--- config.mk ---
export PLATFORM = sky130hd
export DESIGN_NAME = fpu_norm_round
export DESIGN_NICKNAME = d
export VERILOG_FILES = /design/src/rtl/fpu_pkg.sv /design/src/rtl/fpu_round_rne.sv /design/src/rtl/fpu_norm_round.sv
export SDC_FILE = /design/constraint.sdc
export NUM_CORES = 1
export LEC_CHECK = 0
export BUFFER_PORTS_ARGS = -buffer_cell sky130_fd_sc_hd__buf_2
export CAP_MARGIN = 20
export CORE_ASPECT_RATIO = 0.8
export CORE_MARGIN = 5
export CORE_UTILIZATION = 35
export CTS_BUF_LIST = sky130_fd_sc_hd__clkbuf_8
export CTS_CLUSTER_SIZE = 25
export DETAILED_ROUTE_END_ITERATION = 8
export PLACE_DENSITY = 0.55
export SLEW_MARGIN = 20
export SYNTH_ARGS = -nofsm -noshare
export SYNTH_HDL_FRONTEND = slang
export SYNTH_SLANG_ARGS = --single-unit
--- constraint.sdc ---
create_clock -name clock100KHz -period 9.39 [get_ports clock100KHz]
set_input_delay 1.878 -clock clock100KHz [delete_from_list [all_inputs] [get_ports clock100KHz]]
set_output_delay 1.878 -clock clock100KHz [all_outputs]
set_load 0.005 [all_outputs]
--- src/rtl/fpu_pkg.sv ---
`default_nettype none
// +--------------------------------------------------------------------+
// | fpu_pkg : shared types and constants for the FPU normalise/round   |
// | Rev 1.0                                                            |
// +--------------------------------------------------------------------+
package fpu_pkg;

  typedef enum logic [1:0] {
    IDLE  = 2'd0,
    SHIFT = 2'd1,
    ROUND = 2'd2,
    DONE  = 2'd3
  } norm_state_t;

  localparam logic [3:0] ST_EXACT     = 4'b0001;
  localparam logic [3:0] ST_INEXACT   = 4'b0010;
  localparam logic [3:0] ST_OVERFLOW  = 4'b0100;
  localparam logic [3:0] ST_UNDERFLOW = 4'b1000;

  localparam int EXP_W  = 6;
  localparam int FRAC_W = 25;
  localparam int MANT_W = 29;

  // Exponent constants are one bit wider to match the internal exponent register.
  localparam logic [EXP_W:0] BIAS    = 7'd31;
  localparam logic [EXP_W:0] EXP_MAX = 7'd63;

endpackage
`default_nettype wire

--- src/rtl/fpu_round_rne.sv ---
`default_nettype none
// +--------------------------------------------------------------------+
// | fpu_round_rne : round-to-nearest-even on a normalised mantissa     |
// | Rev 1.0                                                            |
// +--------------------------------------------------------------------+
module fpu_round_rne
  import fpu_pkg::*;
(
  input  logic [MANT_W-1:0] mant_in,
  output logic [MANT_W-1:0] mant_out,
  output logic              carry,
  output logic              inexact
);

  logic              guard;
  logic              sticky;
  logic              lsb;
  logic              round_up;
  logic [MANT_W-1:0] sum;

  assign guard    = mant_in[1];
  assign sticky   = mant_in[0];
  assign lsb      = mant_in[2];
  assign round_up = guard && (sticky || lsb);
  assign inexact  = guard || sticky;

  assign sum   = mant_in + {{(MANT_W-3){1'b0}}, round_up, 2'b00};
  assign carry = sum[MANT_W-1];

  // A carry out of the hidden bit means the fraction wrapped to zero; renormalise by one.
  assign mant_out = carry ? {1'b0, sum[MANT_W-1:1]} : sum;

endmodule
`default_nettype wire

--- src/rtl/fpu_norm_round.sv ---
`default_nettype none
// +--------------------------------------------------------------------+
// | fpu_norm_round : bit-serial normalise, RNE round and pack          |
// | Rev 1.0                                                            |
// +--------------------------------------------------------------------+
module fpu_norm_round
  import fpu_pkg::*;
(
  input  logic              clock100KHz,
  input  logic              reset,
  input  logic              in_valid,
  output logic              in_ready,
  input  logic              in_sign,
  input  logic [EXP_W-1:0]  in_exp,
  input  logic [MANT_W-1:0] in_mant,
  output logic              out_valid,
  input  logic              out_ready,
  output logic [31:0]       data_out,
  output logic [3:0]        status_out,
  output logic              flags_out
);

  norm_state_t       state, state_next;
  logic              sign_q, sign_next;
  logic [EXP_W:0]    exp_q, exp_next;
  logic [MANT_W-1:0] mant_q, mant_next;
  logic [31:0]       data_next;
  logic [3:0]        status_next;
  logic              flags_next;

  logic [MANT_W-1:0] rnd_mant;
  logic              rnd_carry;
  logic              rnd_inexact;
  logic [EXP_W:0]    exp_rnd;

  fpu_round_rne u_round (
    .mant_in  (mant_q),
    .mant_out (rnd_mant),
    .carry    (rnd_carry),
    .inexact  (rnd_inexact)
  );

  assign exp_rnd = exp_q + {{EXP_W{1'b0}}, rnd_carry};

  always_comb begin
    state_next  = state;
    sign_next   = sign_q;
    exp_next    = exp_q;
    mant_next   = mant_q;
    data_next   = data_out;
    status_next = status_out;
    flags_next  = flags_out;

    case (state)
      IDLE: begin
        if (in_valid && in_ready) begin
          sign_next  = in_sign;
          exp_next   = {1'b0, in_exp};
          mant_next  = in_mant;
          state_next = SHIFT;
        end
      end

      SHIFT: begin
        if (mant_q == '0) begin
          data_next   = 32'h0000_0000;
          status_next = ST_EXACT;
          flags_next  = 1'b0;
          state_next  = DONE;
        end else if (mant_q[MANT_W-1]) begin
          // Bits shifted out on the right fold into the sticky bit.
          mant_next  = {1'b0, mant_q[MANT_W-1:2], mant_q[1] | mant_q[0]};
          exp_next   = exp_q + 7'd1;
          state_next = ROUND;
        end else if (mant_q[MANT_W-2]) begin
          state_next = ROUND;
        end else if (exp_q == 7'd1) begin
          data_next   = {sign_q, 31'b0};
          status_next = ST_UNDERFLOW;
          flags_next  = 1'b1;
          state_next  = DONE;
        end else begin
          mant_next = {mant_q[MANT_W-2:0], 1'b0};
          exp_next  = exp_q - 7'd1;
        end
      end

      ROUND: begin
        mant_next = rnd_mant;
        exp_next  = exp_rnd;
        if (exp_rnd >= EXP_MAX) begin
          data_next   = {sign_q, EXP_MAX[EXP_W-1:0], {FRAC_W{1'b0}}};
          status_next = ST_OVERFLOW;
        end else begin
          data_next   = {sign_q, exp_rnd[EXP_W-1:0], rnd_mant[FRAC_W+1:2]};
          status_next = rnd_inexact ? ST_INEXACT : ST_EXACT;
        end
        flags_next = (status_next != ST_EXACT);
        state_next = DONE;
      end

      DONE: begin
        if (out_ready) begin
          state_next = IDLE;
        end
      end

      default: state_next = IDLE;
    endcase
  end

  always_ff @(posedge clock100KHz or negedge reset) begin
    if (!reset) begin
      state      <= IDLE;
      sign_q     <= 1'b0;
      exp_q      <= '0;
      mant_q     <= '0;
      in_ready   <= 1'b1;
      out_valid  <= 1'b0;
      data_out   <= 32'h0000_0000;
      status_out <= 4'b0000;
      flags_out  <= 1'b0;
    end else begin
      state      <= state_next;
      sign_q     <= sign_next;
      exp_q      <= exp_next;
      mant_q     <= mant_next;
      in_ready   <= (state_next == IDLE);
      out_valid  <= (state_next == DONE);
      data_out   <= data_next;
      status_out <= status_next;
      flags_out  <= flags_next;
    end
  end

endmodule
`default_nettype wire

# After elaboration in Yosys (flattened, before gate mapping)

Index checks and enable logic that the tools add are counted.

Add/sub/neg operators: 4
Magnitude comparators: 1
Eq/ne operators: 13
Muxes and demuxes: 39
Bitwise operators: 1
Reduce and logical (&&, ||, !) cells: 13

Operator list:

| kind                                                | count |
|---|---|
| two-way mux 32 bit                                  | 4 |
| two-way mux 28 bit                                  | 4 |
| case mux 29 bit (3 select lines)                    | 1 |
| case mux 32 bit (2 select lines)                    | 1 |
| two-way mux 29 bit                                  | 2 |
| two-way mux 7 bit                                   | 5 |
| two-way mux 31 bit                                  | 1 |
| adder 29 x 3 -> 29 bit                              | 1 |
| zero test 29 bit                                    | 1 |
| case mux 7 bit (3 select lines)                     | 1 |
| two-way mux 4 bit                                   | 5 |
| inequality test 3 bit, second input constant        | 5 |
| two-way mux 2 bit                                   | 7 |
| case mux 2 bit (4 select lines)                     | 1 |
| case mux 4 bit (2 select lines)                     | 1 |
| adder 7 x 1 -> 7 bit                                | 1 |
| adder 7 x 1 -> 7 bit, second input constant         | 1 |
| == test 7 x 1 -> 1 bit, second input constant       | 1 |
| >= comparator 7 x 6 -> 1 bit, second input constant | 1 |
| subtractor 7 x 1 -> 7 bit, second input constant    | 1 |
| == test 2 bit, second input constant                | 3 |
| AND reduction 5 bit                                 | 1 |
| zero test 2 bit                                     | 2 |
| two-way mux 1 bit                                   | 4 |
| 13 further kinds                                    | 16 |

Bits in registers: 78
Bits of input ports: 40
Output and inout port bits: 39
Word-level logic and storage cells: 81

# Longest topological paths before layout

Depth in word-level cells: 9
Depth in mapped cells: 19
Depth with buffers taken out: 16

# Hierarchy

From an unflattened synthesis, not the netlist that was laid out.

Cell total of the unflattened synthesis: 718
Area total of the unflattened synthesis: 5805.6 um^2

Modules (own cells, without submodules):

| module         | instances | cells each | area an instance (um^2) | sequential area each (um^2) |
|---|---|---|---|---|
| fpu_norm_round | 1         | 506        | 4458.0                  | 1953.1 |
| fpu_round_rne  | 1         | 212        | 1347.5                  | 0.0 |

# Worst setup path after synthesis

OpenSTA, ideal clock, no wires.

Path kind: register to register
From: register mant_q[2]
To: register data_out[18]
Library setup time: 0.134 ns
Data arrival time: 3.451 ns
Data required time: 9.256 ns
Path slack: 5.805 ns
Cell stages (with the launch flop): 19
Buffers on the path: 3
Clock period less this slack: 3.585 ns
Cell sequence: dfrtp_1 inv_1 nor2_1 ha_1 and2_1 buf_2 and4_1 a21boi_0 nor2_2 inv_1 buf_2 ha_1 ha_1 nand3_1 xnor2_1 a31oi_1 nand2b_1 clkbuf_1 o21ai_0

Cells in the longest elaborated chain, start to end: 7
Elaborated cells on any way between the ends: 14
Those cells by class: add/sub: 2; order compare: 1; eq/ne: 3; mux: 4; reduce/logical: 4

Ends and longest elaborated chain:

| what                             | RTL line              | RTL |
|---|---|---|
| from (decl)                      | fpu_norm_round.sv:26  | `logic [MANT_W-1:0] mant_q, mant_next;` |
| from (signal assigned)           | fpu_norm_round.sv:127 | `mant_q <= mant_next;` |
| logical OR 1 bit                 | fpu_round_rne.sv:24   | `assign round_up = guard && (sticky \|\| lsb);` |
| logical AND 1 bit                | fpu_round_rne.sv:24   |  |
| adder 29 x 3 -> 29 bit           | fpu_round_rne.sv:27   | `assign sum = mant_in + {{(MANT_W-3){1'b0}}, round_up, 2'b00};` |
| adder 7 x 1 -> 7 bit             | fpu_norm_round.sv:43  | `assign exp_rnd = exp_q + {{EXP_W{1'b0}}, rnd_carry};` |
| >= comparator 7 x 6 -> 1 bit     | fpu_norm_round.sv:91  | `if (exp_rnd >= EXP_MAX) begin` |
| two-way mux 31 bit               | fpu_norm_round.sv:91  |  |
| case mux 32 bit (2 select lines) | fpu_norm_round.sv:54  | `case (state)` |
| to (signal assigned)             | fpu_norm_round.sv:130 | `data_out <= data_next;` |
| to (decl)                        | fpu_norm_round.sv:18  | `output logic [31:0] data_out,` |

Several ways; a longest one is shown, not always the timed one.
A chain may end at the register's enable or synchronous reset.

# Worst setup path after layout

From: register mant_q[9]
To: register data_out[23]

Cells in the longest elaborated chain, start to end: 5
Elaborated cells on any way between the ends: 12
Those cells by class: add/sub: 2; order compare: 1; eq/ne: 3; mux: 4; reduce/logical: 2

Ends and longest elaborated chain:

| what                             | RTL line |
|---|---|
| adder 29 x 3 -> 29 bit           | fpu_round_rne.sv:27 |
| adder 7 x 1 -> 7 bit             | fpu_norm_round.sv:43 |
| >= comparator 7 x 6 -> 1 bit     | fpu_norm_round.sv:91 |
| two-way mux 31 bit               | fpu_norm_round.sv:91 |
| case mux 32 bit (2 select lines) | fpu_norm_round.sv:54 |

Several ways; a longest one is shown, not always the timed one.

==> metrics <==
Final Instance Count excl. Fillers 963; CTS max path bufs 2; Seq cells post-synth 78; Mapped Nets 760; CTS Root Cell clkbuf_8; Slew @ Worst Pin 0.8335 ns; Period minus WS final 4.914 ns; initial DRC count 599; Yosys warnings 0; Post-Route WL 18930 um; CTS Sinks 78; critical path class register to register; Flop pwr share 0.288; final worst-path setup slack 4.476 ns; startpoint types register; Worst Skew 0.01104 ns; Die Wd 154.7 um; placed instance area 6274 um2; share of cells above drive strength 1 0.2073; Layout area overhead 10.80%; Worst-Skew Late Latency 0.38 ns; CTS Buf Count 9; HPWL after detailed placement 13250 um; Fin Hold WS 0.4820 ns; initial antenna violation count 0; DP Cell Count 947; Final GP Congestion 0.9196; DRC viols 0; final number of hold-violating endpoints 0; vias post-DR 5649; MaxCap Viol Count 0; core area 16500 um2; post-CTS setup buffer count 0; grt ovf 0; Sequential cell area 1953 um2; Synth top area share 0.3286; largest area contributor in the netlist dfrtp_1; most common cell after layout, fill and taps aside nand2_1; setup violators final 0; Logic pwr share 0.601; relative slew slack 0.4371; Peak Freq 203.5 MHz; Mapped Area 5863 um2; drt pass-1 iters 6; Data arrival, critical path 5.20 ns; sequential-to-total area share from yosys stat 0.3331; CTS tree yes; worst-path maximum fanout 21; # port buffers 78; ys async rst share 1.000; vias in the first global route 5108; via/cell ratio 5.866; Net Sw Power 1.381 mW; Power Total 2.636 mW; clock slew at reported path FFs 0.09 ns; Die H 125.8 um; Power Density 405.8 nW/um2; Top delay family on crit path simple AND/OR/NAND/NOR gates; Initial Util 0.3553; Hold WC Path Type register to register; top layer reached by signal wires met4; most frequent cells in the layout nand2_1, dfrtp_1, buf_2; Die ar. 19460 um2; first-pass GRT wire length 30070 um; largest net degree at the start of global routing 72; H-tree levels 3; Worst Path Required 9.67 ns; io pins 79; Routed WL per cell 19.66 um; WL met3 1307 um; EDFF count, synth 0; Final #Nets 790; P_int 1.255 mW; Largest stage delay, worst path 0.62 ns; Sw Ratio 0.5239; Area contributors post-synth dfrtp_1, nand2_1, a211oi_2; Core Rows 42; antenna diode count 0; status completed; wire length on met1 9759 um; CP Buf/Inv Count 1; Post-Synthesis Cells 708; P_leak 2.649 nW; sequence of cells on the critical path and4_1, and4_1, a21boi_0, nor2_2, inv_1, ha_1, ha_1, nand2b_1, o21ai_0, a21o_1, a31oi_1, nand2b_1, o21ai_0; hold buffers post-CTS 0; Tot GR Track Use 0.1931; total negative slack 0 ns; worst slack, placed 4.487 ns; Synth cell types 72; RSZ-0062 raised after global routing no; crit path max-delay cell type dfrtp_1; DR WL met2 7618 um; Main synth FF type dfrtp_1; cts repair resizes 0; Routed Antenna Nets 0; Period Utilization, post-route 0.5233; Peak VDD IR 0.1659 mV; fillers 1720; Finished Core Util 0.3937; multi-input combinational cell area 3518 um2; clock share of power 0.111; syn avg cell area 8.281 um2; Slew Limit Fails 0; fin area 6496 um2; Crit. End Element register
==> registers in the layout, indices dropped and copies added, names as in the netlist <==
| name | cells |
|---|---|
| data_out | 32 |
| state | 2 |
| status_out | 4 |
| out_valid | 1 |
| in_ready | 1 |
| mant_q | 29 |
| flags_out | 1 |
| sign_q | 1 |
| exp_q | 7 |
==> layout make-up <==
class                   instances  area share
clock inverters                 7     0.01502
flip-flops and latches         78      0.3007
repair buffers                 89     0.07319
inverters                      14    0.008089
clock buffers                   9     0.01907
well taps                     220     0.04237
multi-input cells             546      0.5416
==> worst paths after layout <==
kind	cells after the start	from	endpoint	slack (ns)
min reg2reg	2	data_out[20]	data_out[20]	0.48
min in group asynchronous	1	reset	mant_q[25]	1.42
max in group asynchronous	2	reset	data_out[9]	6.96
min	2	data_out[20]	data_out[20]	0.48
max reg2reg	13	mant_q[9]	data_out[23]	4.48
max	13	mant_q[9]	data_out[23]	4.48
==> layer usage <==
layer,vias to the layer above,GRT usage
met5,-,0
met4,0,0.04465
met3,27,0.03772
met2,225,0.2631
met1,2741,0.3093
li1,2656,-
==> tightest hold or removal path, stage by stage (launching register included) <==
cell and delay (ns):
dfrtp_1 0.34, nand2_1 0.05, o21ai_0 0.06
==> cells by family (layout without fill, tap and decap cells) <==
group                    after synthesis  count (layout)  synth area share
XOR/XNOR                              29              29           0.04332
adder cells (fa/ha/maj)               12              12           0.02561
buffers and inverters                 84             119           0.07085
flip-flops                            78              78            0.3331
AO/OA/AOI/OAI                        211             211            0.2706
AND/OR/NAND/NOR                      287             287            0.2441
multiplexers                           7               7           0.01238
==> Yosys cell counts (3+ instances only) <==
master / count
buf_4: 7
a221oi_1: 3
o21ai_1: 4
buf_1: 3
ha_1: 12
buf_6: 5
nand4_1: 15
and2_1: 6
o21ai_0: 60
a31oi_1: 8
o31ai_1: 7
o41ai_1: 4
a21o_1: 7
a211oi_1: 20
nand2b_1: 8
nor3_1: 30
nor2_1: 39
nor4_1: 6
and3_1: 8
clkbuf_1: 38
buf_2: 16
dfrtp_1: 77
a22oi_1: 7
o211ai_1: 26
and4_1: 8
xnor2_1: 19
inv_1: 12
mux2i_1: 5
nand3_1: 27
a211oi_2: 26
nand2_1: 116
nand3b_1: 3
xor2_1: 10
a21oi_1: 15
==> power by group through the flow <==
stage / clock, mW / combinational, mW / sequential, mW
floorplan: 0 / 1.35 / 0.598
global placement: 0 / 1.54 / 0.749
detailed placement: 0 / 1.58 / 0.762
CTS: 0.301 / 1.59 / 0.754
global route: 0.314 / 1.75 / 0.792
finish: 0.292 / 1.59 / 0.759
(Power assumes the default switching activity.)
